[config.mk]
export PLATFORM = sky130hd
export DESIGN_NAME = pipeline_hazard_ctrl
export DESIGN_NICKNAME = d
export VERILOG_FILES = /design/src/rtl/pipeline_hazard_ctrl_pkg.sv /design/src/rtl/pipeline_hazard_ctrl_reg_scoreboard.sv /design/src/rtl/pipeline_hazard_ctrl.sv
export SDC_FILE = /design/constraint.sdc
export NUM_CORES = 1
export LEC_CHECK = 0
export BUFFER_PORTS_ARGS = -buffer_cell sky130_fd_sc_hd__buf_4
export CORE_MARGIN = 5
export CORE_UTILIZATION = 40
export CTS_CLUSTER_SIZE = 20
export DETAILED_ROUTE_END_ITERATION = 7
export PLACE_DENSITY = 0.81
export RECOVER_POWER = 50
export SYNTH_ARGS = -nofsm -noshare
export SYNTH_HDL_FRONTEND = slang
export SYNTH_SLANG_ARGS = --single-unit
export TNS_END_PERCENT = 5
[constraint.sdc]
create_clock -name clk -period 1.9 [get_ports clk]
set_input_delay 0.095 -clock clk [delete_from_list [all_inputs] [get_ports clk]]
set_output_delay 0.095 -clock clk [all_outputs]
set_load 0.005 [all_outputs]
[src/rtl/pipeline_hazard_ctrl_pkg.sv]
// Shared control-path types and constants for the RV32I core.
package riscv_ctrl_pkg;

    typedef enum logic {
        RUN      = 1'b0,
        MEM_WAIT = 1'b1
    } ctrl_state_t;

    localparam int REG_W = 5;
    localparam int NREGS = 32;

    // Major opcodes, shared with the decoder.
    localparam logic [6:0] OP_LOAD   = 7'b0000011;
    localparam logic [6:0] OP_STORE  = 7'b0100011;
    localparam logic [6:0] OP_BRANCH = 7'b1100011;
    localparam logic [6:0] OP_JAL    = 7'b1101111;
    localparam logic [6:0] OP_JALR   = 7'b1100111;

    // Decoder helpers: which opcodes touch data memory or may change the PC.
    function automatic logic is_mem_op(input logic [6:0] op);
        return (op == OP_LOAD) || (op == OP_STORE);
    endfunction

    function automatic logic is_ctrl_op(input logic [6:0] op);
        return (op == OP_BRANCH) || (op == OP_JAL) || (op == OP_JALR);
    endfunction

endpackage

[src/rtl/pipeline_hazard_ctrl_reg_scoreboard.sv]
// Per-register pending-write scoreboard: 2-bit counters, x0 never tracked,
// with a same-cycle WB-to-ID bypass on the busy queries.
module reg_scoreboard
    import riscv_ctrl_pkg::*;
(
    input  logic             clk,
    input  logic             reset,
    input  logic             issue_en,
    input  logic [REG_W-1:0] issue_rd,
    input  logic             retire_en,
    input  logic [REG_W-1:0] retire_rd,
    input  logic [REG_W-1:0] query_rs1,
    input  logic [REG_W-1:0] query_rs2,
    output logic             busy_rs1,
    output logic             busy_rs2
);

    logic [1:0] cnt_q [NREGS];
    logic [1:0] cnt_d [NREGS];

    logic do_issue;
    logic do_retire;
    logic same_reg;

    assign do_issue  = issue_en  && (issue_rd  != '0);
    assign do_retire = retire_en && (retire_rd != '0);
    assign same_reg  = do_issue && do_retire && (issue_rd == retire_rd);

    // Next count per register: issue increments, retire decrements, both cancel; saturate at the ends.
    always_comb begin
        for (int i = 0; i < NREGS; i++) begin
            cnt_d[i] = cnt_q[i];
            if (!same_reg) begin
                if (do_issue && (issue_rd == REG_W'(i)) && (cnt_q[i] != 2'd3)) begin
                    cnt_d[i] = cnt_q[i] + 2'd1;
                end else if (do_retire && (retire_rd == REG_W'(i)) && (cnt_q[i] != 2'd0)) begin
                    cnt_d[i] = cnt_q[i] - 2'd1;
                end
            end
        end
    end

    // Counter array register.
    always_ff @(posedge clk) begin
        // NOTE: the counters are real state, not a RAM: every entry must clear on reset or stale pending writes would stall forever.
        if (reset) begin
            for (int i = 0; i < NREGS; i++) begin
                cnt_q[i] <= 2'd0;
            end
        end else begin
            for (int i = 0; i < NREGS; i++) begin
                cnt_q[i] <= cnt_d[i];
            end
        end
    end

    // A register is busy when it has a pending write that is not retiring this very cycle.
    assign busy_rs1 = (query_rs1 != '0) &&
                      (cnt_q[query_rs1] > {1'b0, do_retire && (retire_rd == query_rs1)});
    assign busy_rs2 = (query_rs2 != '0) &&
                      (cnt_q[query_rs2] > {1'b0, do_retire && (retire_rd == query_rs2)});

    // Counter range checks: more than three writes in flight, or a retire with nothing pending.
    always @(posedge clk) begin
        if (!reset) begin
            assert (!(do_issue && !same_reg && (cnt_q[issue_rd] == 2'd3)));
            assert (!(do_retire && !same_reg && (cnt_q[retire_rd] == 2'd0)));
        end
    end

endmodule

[src/rtl/pipeline_hazard_ctrl.sv]
// Stall/flush sequencer for the 5-stage pipeline: memory-wait FSM with
// timeout, redirect flushing and data-hazard bubble insertion.
module pipeline_hazard_ctrl
    import riscv_ctrl_pkg::*;
#(
    parameter bit FORWARDING  = 1'b1,
    parameter int MEM_TIMEOUT = 64
) (
    input  logic             clk,
    input  logic             reset,
    input  logic             id_valid,
    input  logic [REG_W-1:0] id_rs1,
    input  logic [REG_W-1:0] id_rs2,
    input  logic [REG_W-1:0] id_rd,
    input  logic             id_write,
    input  logic             ex_valid,
    input  logic [REG_W-1:0] ex_rd,
    input  logic             ex_load,
    input  logic             ex_redirect,
    input  logic             dmem_req,
    input  logic             dmem_ready,
    input  logic             wb_write,
    input  logic [REG_W-1:0] wb_rd,
    output logic             stall_if,
    output logic             stall_id,
    output logic             flush_if,
    output logic             flush_id,
    output logic             freeze,
    output logic             mem_err
);

    localparam int CNT_W = $clog2(MEM_TIMEOUT + 2);
    localparam logic [CNT_W-1:0] CNT_LAST = CNT_W'(MEM_TIMEOUT - 1);

    ctrl_state_t      state_q, state_d;
    logic [CNT_W-1:0] cnt_q, cnt_d;
    logic             mem_err_q, mem_err_d;

    logic load_use;
    logic busy_rs1, busy_rs2;
    logic hazard;

    // Freeze depends only on state and the memory handshake, so the scoreboard bypass can use it loop-free.
    assign freeze  = !reset && ((state_q == MEM_WAIT) || (dmem_req && !dmem_ready));
    assign mem_err = !reset && mem_err_q;

    assign load_use = ex_valid && ex_load && (ex_rd != '0) &&
                      ((ex_rd == id_rs1) || (ex_rd == id_rs2));

    reg_scoreboard u_sb (
        .clk       (clk),
        .reset     (reset),
        .issue_en  (id_valid && id_write && !stall_id && !flush_id && !freeze),
        .issue_rd  (id_rd),
        .retire_en (wb_write && !freeze),
        .retire_rd (wb_rd),
        .query_rs1 (id_rs1),
        .query_rs2 (id_rs2),
        .busy_rs1  (busy_rs1),
        .busy_rs2  (busy_rs2)
    );

    assign hazard = FORWARDING ? load_use : (busy_rs1 || busy_rs2);

    // Next state, timeout counting and the freeze > redirect > hazard output priority.
    always_comb begin
        // NOTE: every output of this block gets a default first so no path leaves a value held, which would infer a latch.
        state_d   = state_q;
        cnt_d     = cnt_q;
        mem_err_d = mem_err_q;
        stall_if  = 1'b0;
        stall_id  = 1'b0;
        flush_if  = 1'b0;
        flush_id  = 1'b0;

        if (reset) begin
            flush_if = 1'b1;
            flush_id = 1'b1;
        end else begin
            unique case (state_q)
                RUN: begin
                    if (dmem_req && !dmem_ready) begin
                        state_d = MEM_WAIT;
                        cnt_d   = CNT_W'(1);   // the entry cycle is the first frozen cycle
                    end else if (ex_redirect) begin
                        flush_if = 1'b1;
                        flush_id = 1'b1;
                    end else if (hazard) begin
                        stall_if = 1'b1;
                        stall_id = 1'b1;
                        flush_id = 1'b1;
                    end
                end
                MEM_WAIT: begin
                    if (dmem_ready) begin
                        state_d = RUN;
                    end else if ((MEM_TIMEOUT != 0) && (cnt_q >= CNT_LAST)) begin
                        mem_err_d = 1'b1;
                        state_d   = RUN;
                    end else if (MEM_TIMEOUT != 0) begin
                        cnt_d = cnt_q + CNT_W'(1);
                    end
                end
                default: state_d = RUN;
            endcase
        end
    end

    // State, timeout counter and sticky error flag.
    always_ff @(posedge clk) begin
        // NOTE: non-blocking assignments here so every register samples the pre-edge values, independent of statement order.
        if (reset) begin
            state_q   <= RUN;
            cnt_q     <= '0;
            mem_err_q <= 1'b0;
        end else begin
            state_q   <= state_d;
            cnt_q     <= cnt_d;
            mem_err_q <= mem_err_d;
        end
    end

endmodule
==> impl_metrics.csv <==
group,metric,value,unit
synthesis,synth_cells,71,
place,place_area,825,um^2
timing,finalHoldViolations,0,
worst_setup_path,rrSetupSlack,0.25,ns
min_path,min_path_type,"input pin to register",
clock_network,ctsHoldBuffers,0,
routing,drc,0,
grt,grt_use_total,0.133,
worst_setup_path,critPathKind,"register to output pin",
timing,tns,0,ns
synthesis,synth.most_common_cell,"xor2_1",
routing,ant_nets,0,
pwr,p_per_area,511,mW/mm^2
synthesis,synth_top_cell_by_area,"dfxtp_1",
synthesis,async_flop_share,0,
synthesis,synth_nets,107,
routing,vias,638,
run,drv_cap,0,
synthesis,synth-main-ff-cell,"dfxtp_1",
floorplan,core,0.00147,mm^2
grt,first_global_vias,582,
worst_setup_path,reg2reg_depth,6,
worst_setup_path,worstReg2RegStart,"cnt_q[0]$_SDFFE_PP0P_",
synthesis,netlist_area,613,um^2
synthesis,yosys_warnings,0,
place,place_congestion,0.801,
clock_network,cts_post_setup_buffers_inserted,0,
layout,area_delta_synth_final,40.0,%
floorplan,row_count,14,
layout,fin_area,858,um^2
timing,finalCritPeriodShare,0.901,
worst_setup_path,required,1.80,ns
timing,skew,0.00304,ns
timing,final.min_clock_period,1.71,ns
floorplan,dieArea,0.00242,mm^2
clock_network,cts_root_buffer,"clkbuf_4",
pwr,p_leak,0.374,nW
grt,grt-busiest-layer,"met2",
synthesis,syn_area_per_cell,8.64,um^2
place,dp_hpwl,1.24,mm
timing,worst_pin_slew,0.470,ns
floorplan,die_w,49.2,um
timing,max_freq,584,MHz
grt,use_met1,0.160,
outcome,status,"finished, final reports clean",
clock_network,cts_tree,"done",
layout,diodes,0,
grt,grt_overflow_total,0,
pwr,ir_drop,451,uV
grt,grt_use_met2,0.230,
min_path,whs_endpoint,"cnt_q[4]$_SDFFE_PP0P_",
synthesis,synth_edf_count,0,
clock_network,clk-insertion-delay-late,0.26,ns
clock_network,cts-resized-gates,0,
worst_setup_path,crit_fanout,6,
layout,drive_above_1_share,0.347,
layout,nNetsFinal,138,
grt,grt_start_max_net_pins,15,
worst_setup_path,worstSetupEndpointType,"output pin",
timing,rsz0062_at_grt,"no",
routing,drtPass1Iterations,4,
synthesis,ys_seq_area_frac,0.294,
pwr,finalPower,438,uW
synthesis,ys_ff_latch,9,
place,numPortBuffers,27,
floorplan,chipHeight,49.2,um
timing,slew_headroom,0.684,
min_path,holdCritStartpoint,"reset",
floorplan,ios,41,
clock_network,clk_path_buf_depth,2,
synthesis,synth_area_leaders,"dfxtp_1 29%, xor2_1 14%, nand3b_1 6.1%",
synthesis,synth_top_area_share,0.294,
routing,drtIter0Drc,16,
min_path,hold_depth,2,
grt,grt_pass1_wl,2.62,mm
clock_network,cts_buffers,3,
floorplan,start_util,0.417,
clock_network,htreeDepth,1,
routing,viasPerCell,5.45,
grt,use_met3,0.0398,
synthesis,yosys-top-cells-count,"10 x xor2_1, 9 x dfxtp_1, 7 x nor2_1",
timing,slew_viol_final,0,
synthesis,yosysUniqueCellTypes,33,
worst_setup_path,r2r_end,"cnt_q[3]$_SDFFE_PP0P_",
worst_setup_path,arrival,1.62,ns
clock_network,cts_sinks,9,
layout,final_util,0.583,
timing,setup_viol,0,
worst_setup_path,cp-start-kind,"register",
routing,totalWireLength,1.60,mm
routing,wl_per_cell,13.6,um
grt,antenna_found_initial,0,
clock_network,path_clk_slew,0.06,ns
## sequential cells by signal, summed over array words and instances (netlist names)
signal / flops
state_q: 1
mem_err_q: 1
cnt_q: 7
## cell families (layout without fill, tap and decap cells)
logic type / count (synthesis) / after routing / synth area share
AO/OA/AOI/OAI: 17 / 17 / 0.225
AND/OR/NAND/NOR: 30 / 30 / 0.288
buffers and inverters: 4 / 34 / 0.0306
flip-flops: 9 / 9 / 0.294
adder cells (fa/ha/maj): 1 / 1 / 0.0204
XOR/XNOR: 10 / 10 / 0.143
## how the worst max path moves through the flow
stage | cells past startpoint | from | endpoint
finish | 4 | state_q$_SDFF_PP0_ | stall_if
global route | 4 | state_q$_SDFF_PP0_ | stall_if
CTS | 5 | cnt_q[0]$_SDFFE_PP0P_ | cnt_q[3]$_SDFFE_PP0P_
detailed placement | 5 | cnt_q[0]$_SDFFE_PP0P_ | cnt_q[0]$_SDFFE_PP0P_
global placement | 5 | cnt_q[0]$_SDFFE_PP0P_ | cnt_q[3]$_SDFFE_PP0P_
floorplan | 5 | cnt_q[0]$_SDFFE_PP0P_ | cnt_q[0]$_SDFFE_PP0P_
## power breakdown
part | switching [mW] | internal [mW]
Sequential | 0.00470 | 0.192
Combinational | 0.0430 | 0.0549
Clock | 0.0628 | 0.0807
## placed cells by master, fill, tap and decap left out, types with 3 or more instances in the layout
cell       n
a21oi_1    4
buf_4     24
clkbuf_4   7
dfxtp_1    9
nand3b_1   5
nor2_1     7
nor3_1     3
xor2_1    10
## area by class of cell
class                      count  area (um^2)
clock buffer                   4         26.3
fill                         143          613
inverter                       2         7.51
multi-input combinational     58          414
sequential                     9          180
tap                           16         20.0
timing repair buffer          28          210
## per-stage QoR
step	hold WS, ns	setup slack (ns)	cells
global route	0.108	0.109	117
global placement	0.372	0.170	112
detailed placement	0.378	0.123	112
CTS	0.105	0.0804	116
floorplan	0.220	0.303	71
finish	0.114	0.187	117
## worst max-delay path, cell delays in order (launching register included)
cell	delay (ns)
dfxtp_1	0.37
a21oi_1	0.23
o2111ai_1	0.18
nor4_1	0.39
buf_4	0.20
## metal layers
metal | wire length (um) | share of wire
met1 | 703 | 0.44
met2 | 831 | 0.52
met3 | 48 | 0.030
met4 | 12 | 0.0075
met5 | 0 | 0
(Power assumes the default switching activity.)
